File: src/rtl/macc_pkg.sv
// rtl/macc_pkg.sv - shared lane and product widths for the macc datapath
package macc_pkg;
   localparam int LANE_W = 8;
   localparam int PROD_W = 2 * LANE_W;
endpackage

File: src/rtl/macc_adder_tree.sv
// rtl/macc_adder_tree.sv - registered pairwise adder tree with valid tracking
// Each level widens by one bit, so the sum is exact; an odd element is carried up unchanged.
module macc_adder_tree #(
   parameter int NUM_ELEMS = 9,
   parameter int IN_WIDTH = 16,
   localparam int LAYERS = $clog2(NUM_ELEMS),
   localparam int OUT_WIDTH = IN_WIDTH + LAYERS
) (
   input  logic                          clk,
   input  logic                          rst,
   input  logic                          in_valid_i,
   input  logic [NUM_ELEMS*IN_WIDTH-1:0] in_data_i,
   output logic                          out_valid_o,
   output logic [OUT_WIDTH-1:0]          out_data_o
);

   genvar l, k;
   for (l = 0; l <= LAYERS; l++) begin : g_lvl
      localparam int CNT = (NUM_ELEMS + (1 << l) - 1) >> l;
      localparam int W = IN_WIDTH + l;
      logic signed [W-1:0] lvl_data [CNT];
      logic                lvl_valid;

      if (l == 0) begin : g_in
         assign lvl_valid = in_valid_i;
         for (k = 0; k < CNT; k++) begin : g_lane
            assign lvl_data[k] = in_data_i[k*IN_WIDTH +: IN_WIDTH];
         end
      end else begin : g_reg
         localparam int PCNT = (NUM_ELEMS + (1 << (l - 1)) - 1) >> (l - 1);
         logic signed [W-1:0] sum_d [CNT];

         for (k = 0; k < CNT; k++) begin : g_node
            logic signed [W-1:0] lo_ext;
            assign lo_ext = {g_lvl[l-1].lvl_data[2*k][W-2], g_lvl[l-1].lvl_data[2*k]};
            if (2 * k + 1 < PCNT) begin : g_add
               assign sum_d[k] = lo_ext
                  + {g_lvl[l-1].lvl_data[2*k+1][W-2], g_lvl[l-1].lvl_data[2*k+1]};
            end else begin : g_pass
               assign sum_d[k] = lo_ext;
            end
         end

         // Data only moves with a valid token, so the last result holds through bubbles.
         always_ff @(posedge clk) begin
            if (rst) begin
               lvl_valid <= 1'b0;
               lvl_data  <= '{default: '0};
            end else begin
               lvl_valid <= g_lvl[l-1].lvl_valid;
               if (g_lvl[l-1].lvl_valid) begin
                  lvl_data <= sum_d;
               end
            end
         end
      end
   end

   assign out_valid_o = g_lvl[LAYERS].lvl_valid;
   assign out_data_o  = g_lvl[LAYERS].lvl_data[0];

endmodule

File: src/rtl/macc.sv
// rtl/macc.sv - pipelined signed int8 dot product: registered products feeding an adder tree
module macc
   import macc_pkg::*;
#(
   parameter int NUM_INPUTS = 9,
   localparam int ADDER_LAYERS = $clog2(NUM_INPUTS),
   localparam int OUTPUT_DATA_WIDTH = PROD_W + ADDER_LAYERS
) (
   input  logic                           clk,
   input  logic                           rst,
   input  logic [LANE_W*NUM_INPUTS-1:0]   i_data_a,
   input  logic [LANE_W*NUM_INPUTS-1:0]   i_data_b,
   input  logic                           i_valid,
   output logic [OUTPUT_DATA_WIDTH-1:0]   o_data,
   output logic                           o_valid
);

   logic signed [PROD_W-1:0]       prod_d [NUM_INPUTS];
   logic signed [PROD_W-1:0]       prod_q [NUM_INPUTS];
   logic                           valid0_q;
   logic [NUM_INPUTS*PROD_W-1:0]   prod_flat;

   genvar g;
   for (g = 0; g < NUM_INPUTS; g++) begin : g_mul
      logic signed [PROD_W-1:0] a_ext;
      logic signed [PROD_W-1:0] b_ext;
      // Widen before multiplying so -128 * -128 yields +16384 without wrap.
      assign a_ext = PROD_W'($signed(i_data_a[LANE_W*g +: LANE_W]));
      assign b_ext = PROD_W'($signed(i_data_b[LANE_W*g +: LANE_W]));
      assign prod_d[g] = a_ext * b_ext;
      assign prod_flat[g*PROD_W +: PROD_W] = prod_q[g];
   end

   always_ff @(posedge clk) begin
      if (rst) begin
         valid0_q <= 1'b0;
         prod_q   <= '{default: '0};
      end else begin
         valid0_q <= i_valid;
         if (i_valid) begin
            prod_q <= prod_d;
         end
      end
   end

   macc_adder_tree #(
      .NUM_ELEMS(NUM_INPUTS),
      .IN_WIDTH (PROD_W)
   ) u_tree (
      .clk        (clk),
      .rst        (rst),
      .in_valid_i (valid0_q),
      .in_data_i  (prod_flat),
      .out_valid_o(o_valid),
      .out_data_o (o_data)
   );

endmodule

File: config.mk
export PLATFORM = sky130hd
export DESIGN_NAME = macc
export DESIGN_NICKNAME = d
export VERILOG_FILES = /design/src/rtl/macc_pkg.sv /design/src/rtl/macc_adder_tree.sv /design/src/rtl/macc.sv
export SDC_FILE = /design/constraint.sdc
export NUM_CORES = 2
export LEC_CHECK = 0
export ABC_AREA = 1
export CAP_MARGIN = 25
export CORE_MARGIN = 2
export CORE_UTILIZATION = 45
export CTS_CLUSTER_DIAMETER = 100
export CTS_CLUSTER_SIZE = 10
export DETAILED_ROUTE_END_ITERATION = 10
export SLEW_MARGIN = 20
export SYNTH_ARGS = -nofsm -noshare
export SYNTH_HDL_FRONTEND = slang
export SYNTH_SLANG_ARGS = --single-unit
File: constraint.sdc
create_clock -name clk -period 4.65 [get_ports clk]
set_clock_uncertainty 0.15 [all_clocks]
set_input_delay 0.93 -clock clk [delete_from_list [all_inputs] [get_ports clk]]
set_output_delay 0.93 -clock clk [all_outputs]
set_load 0.1 [all_outputs]
==> out/qor.csv <==
metric;value;unit
share of layout cells above drive strength 1;0.126;
crit start category;input pin;
Tot Pwr;26000;µW
clock power share;0.112;
Synth top area share;0.232;
fin. max-slew vios;0;
syn_area_per_cell;6.95;µm²
FILL cells;9416;
Final min period;4.52;ns
clk sinks;340;
final-report hold violation count;0;
Max VDD drop;0.318;mV
ranking of synthesized cells by area;fa_1 23%, dfxtp_1 16%, inv_1 13%, ha_1 11%, nand2_1 10%;
routed vias;38237;
post-synthesis sequential area ratio;0.157;
Placement Setup Slack;-0.762;ns
die area;99100;µm²
Crit. End Element;register;
Mapped Area;43500;µm²
Boundary Pins;168;
TritonCTS buffer count;40;
Psw;12300;µW
chip width;315;µm
EDFF count, synth;0;
Antenna Nets Post-Route;0;
ys async rst share;0;
Leakage Power;0.0297;µW
Comb pwr share;0.735;
GP Congestion;0.931;
cts hold-fix bufs;0;
CP max FO;5;
CTS tree;yes;
Yosys top cell by area;fa_1;
initial DRC count;2038;
WS Path Type;in2reg;
Starting Density;0.456;
status;complete, no violations;
port bufs;167;
Worst Max-Slew Pin Slew;1.02;ns
synth unique cells;48;
pwr dens;502;nW/µm²
largest net degree at the start of global routing;169;
post-synthesis net count;7302;
hold path depth;2;
Slew HR;0.317;
Yosys reg bits;340;
Remaining DRCs;0;
unrepaired setup endpoints after global routing;true;
clk buf depth;3;
Post-Syn Instances;6256;
gr usage total;0.232;
Inserted Diodes;0;
Net Sw Frac;0.471;
grt ovf;0;
post-DR vias/cell;4.82;
Nets;7717;
worst-skew pair later-pin latency;0.58;ns
global-route wire length before repair;190;mm
H-tree depth;2;
Worst Path Required;5.02;ns
wire length per cell;14.3;µm
min-delay worst type;reg2reg;
Setup-failing EPs final;0;
Core Box Area;95300;µm²
routed wire length;113;mm
Internal Power;13800;µW
detailed placement HPWL;93.5;mm
Clock Pin Slew Worst Setup and Hold Paths;0.06;ns
WP data arrival;4.89;ns
Max Freq;221;MHz
Worst R2R Path Depth;4;
Chip Height;315;µm
Area growth, synth to finish;19.3;%
max cap viols;0;
Ys Warns;0;
initial antenna violation count;3;
Seq pwr share;0.153;
commonest register cell after synthesis;dfxtp_1;
worst setup margin;0.127;ns
vias in the first global route;38101;
row cnt;113;
CTS root buf;clkbuf_16;
router iterations before antenna repair;5;
period utilization;0.973;
-- placed cells by master, fill, tap and decap left out, types with 49 or more instances in the layout --
master,Yosys,layout
buf_4,1,438
nand3_1,293,282
xnor2_1,61,61
a21oi_1,276,234
xor2_1,67,66
ha_1,396,344
nor2_1,728,696
dfxtp_1,340,338
o21ai_0,338,313
inv_1,1547,1508
dlymetal6s2s_1,0,66
fa_1,503,488
nand2_1,1155,1123
ha_4,0,49
-- final timing paths --
| check | end | from | slack [ns] |
|---|---|---|---|
| min reg2reg | u_tree.g_lvl[2].lvl_data[14] | u_tree.g_lvl[1].lvl_data[14] | 0.31 |
| max | prod_flat[76] | i_data_a[32] | 0.13 |
| min | u_tree.g_lvl[2].lvl_data[14] | u_tree.g_lvl[1].lvl_data[14] | 0.31 |
| max reg2reg | u_tree.g_lvl[3].lvl_data[15] | u_tree.g_lvl[2].lvl_valid | 2.21 |
-- power by group through the flow --
stage / Sequential, µW / Clock [µW] / Combinational [µW]
2_1_floorplan: 3720 / 0 / 11000
5_1_grt: 4000 / 3090 / 21700
6_report: 3970 / 2910 / 19100
3_5_place_dp: 4040 / 0 / 16900
4_1_cts: 3980 / 2980 / 17200
3_3_place_gp: 4040 / 0 / 16700
-- timing repair --
| item | in CTS | in global routing |
|---|---|---|
| setup endpoints to repair | 65 | 77 |
| buffers inserted | 1 | 11 |
| resized for setup | 116 | 357 |
| pin swaps | 12 | 82 |
-- registers in the layout, summed over array words and instances, names as in the netlist --
signal                  flops
prod_flat                 144
u_tree.g_lvl.lvl_data     171
u_tree.g_lvl.lvl_valid      3
u_tree.out_data_o          20
u_tree.out_valid_o          1
valid0_q                    1
-- logic make-up after synthesis --
group,after synthesis,synth area share
fa+ha+maj,899,0.346
simple gates,2321,0.217
xor+xnor,128,0.0258
buf+inv,1795,0.157
flops,340,0.157
compound gates,773,0.0984
-- final cells by class --
type / instances / area, µm² / area share
Clock buffer: 42 / 1020 / 0.0197
Sequential cell: 340 / 6810 / 0.131
Clock inverter: 5 / 105 / 0.00203
Multi-Input combinational cell: 4121 / 31300 / 0.604
Timing Repair Buffer: 617 / 5180 / 0.0999
Tap cell: 1265 / 1580 / 0.0305
Inverter: 1551 / 5830 / 0.112
-- metal layers --
metal  routed length (µm)  share of wire  track usage  vias to the layer above
met3                 3380          0.030       0.0164                      109
met2                54800           0.48        0.406                      525
met1                53500           0.47        0.319                    17950
li1                     -              -            -                    19651
met5                   13        0.00011            0                        -
met4                 1630          0.014       0.0374                        2
-- critical path, stage by stage --
cell and delay [ns]:
dlygate4sd2_1 0.27, or2_2 0.32, fa_1 0.50, fa_1 0.53, inv_1 0.07, fa_1 0.52, inv_1 0.05, fa_1 0.48
inv_2 0.04, ha_4 0.24, a21oi_4 0.16, nand2_2 0.09, a21boi_2 0.19, o21bai_1 0.09, or2_1 0.20, nand3_1 0.08
nand2_1 0.07, inv_1 0.05
-- cell usage after synthesis (all sizes together) (20+ instances only) --
cell / n
buf: 39
nor2: 734
nor3: 37
a21oi: 279
o211ai: 33
or2: 31
ha: 396
xnor2: 61
fa: 503
a31oi: 22
nand3: 295
xor2: 67
dfxtp: 340
o21bai: 29
o21ai: 354
a21o: 20
nand4: 41
inv: 1548
clkbuf: 205
nand2: 1163
-- stage by stage --
step	area (µm²)	instances	hold WS (ns)	setup TNS, ns	utilization
2_1_floorplan	43700	6256	0.284	-0.0283	-
3_5_place_dp	49200	7882	0.313	-54.06	0.517
3_3_place_gp	49200	7882	0.294	-51.62	0.517
5_1_grt	51800	7941	0.330	-0.127	0.544
6_report	51800	7941	0.313	0	0.544
4_1_cts	50500	7930	0.318	-0.00392	0.530
(Power assumes the default switching activity.)
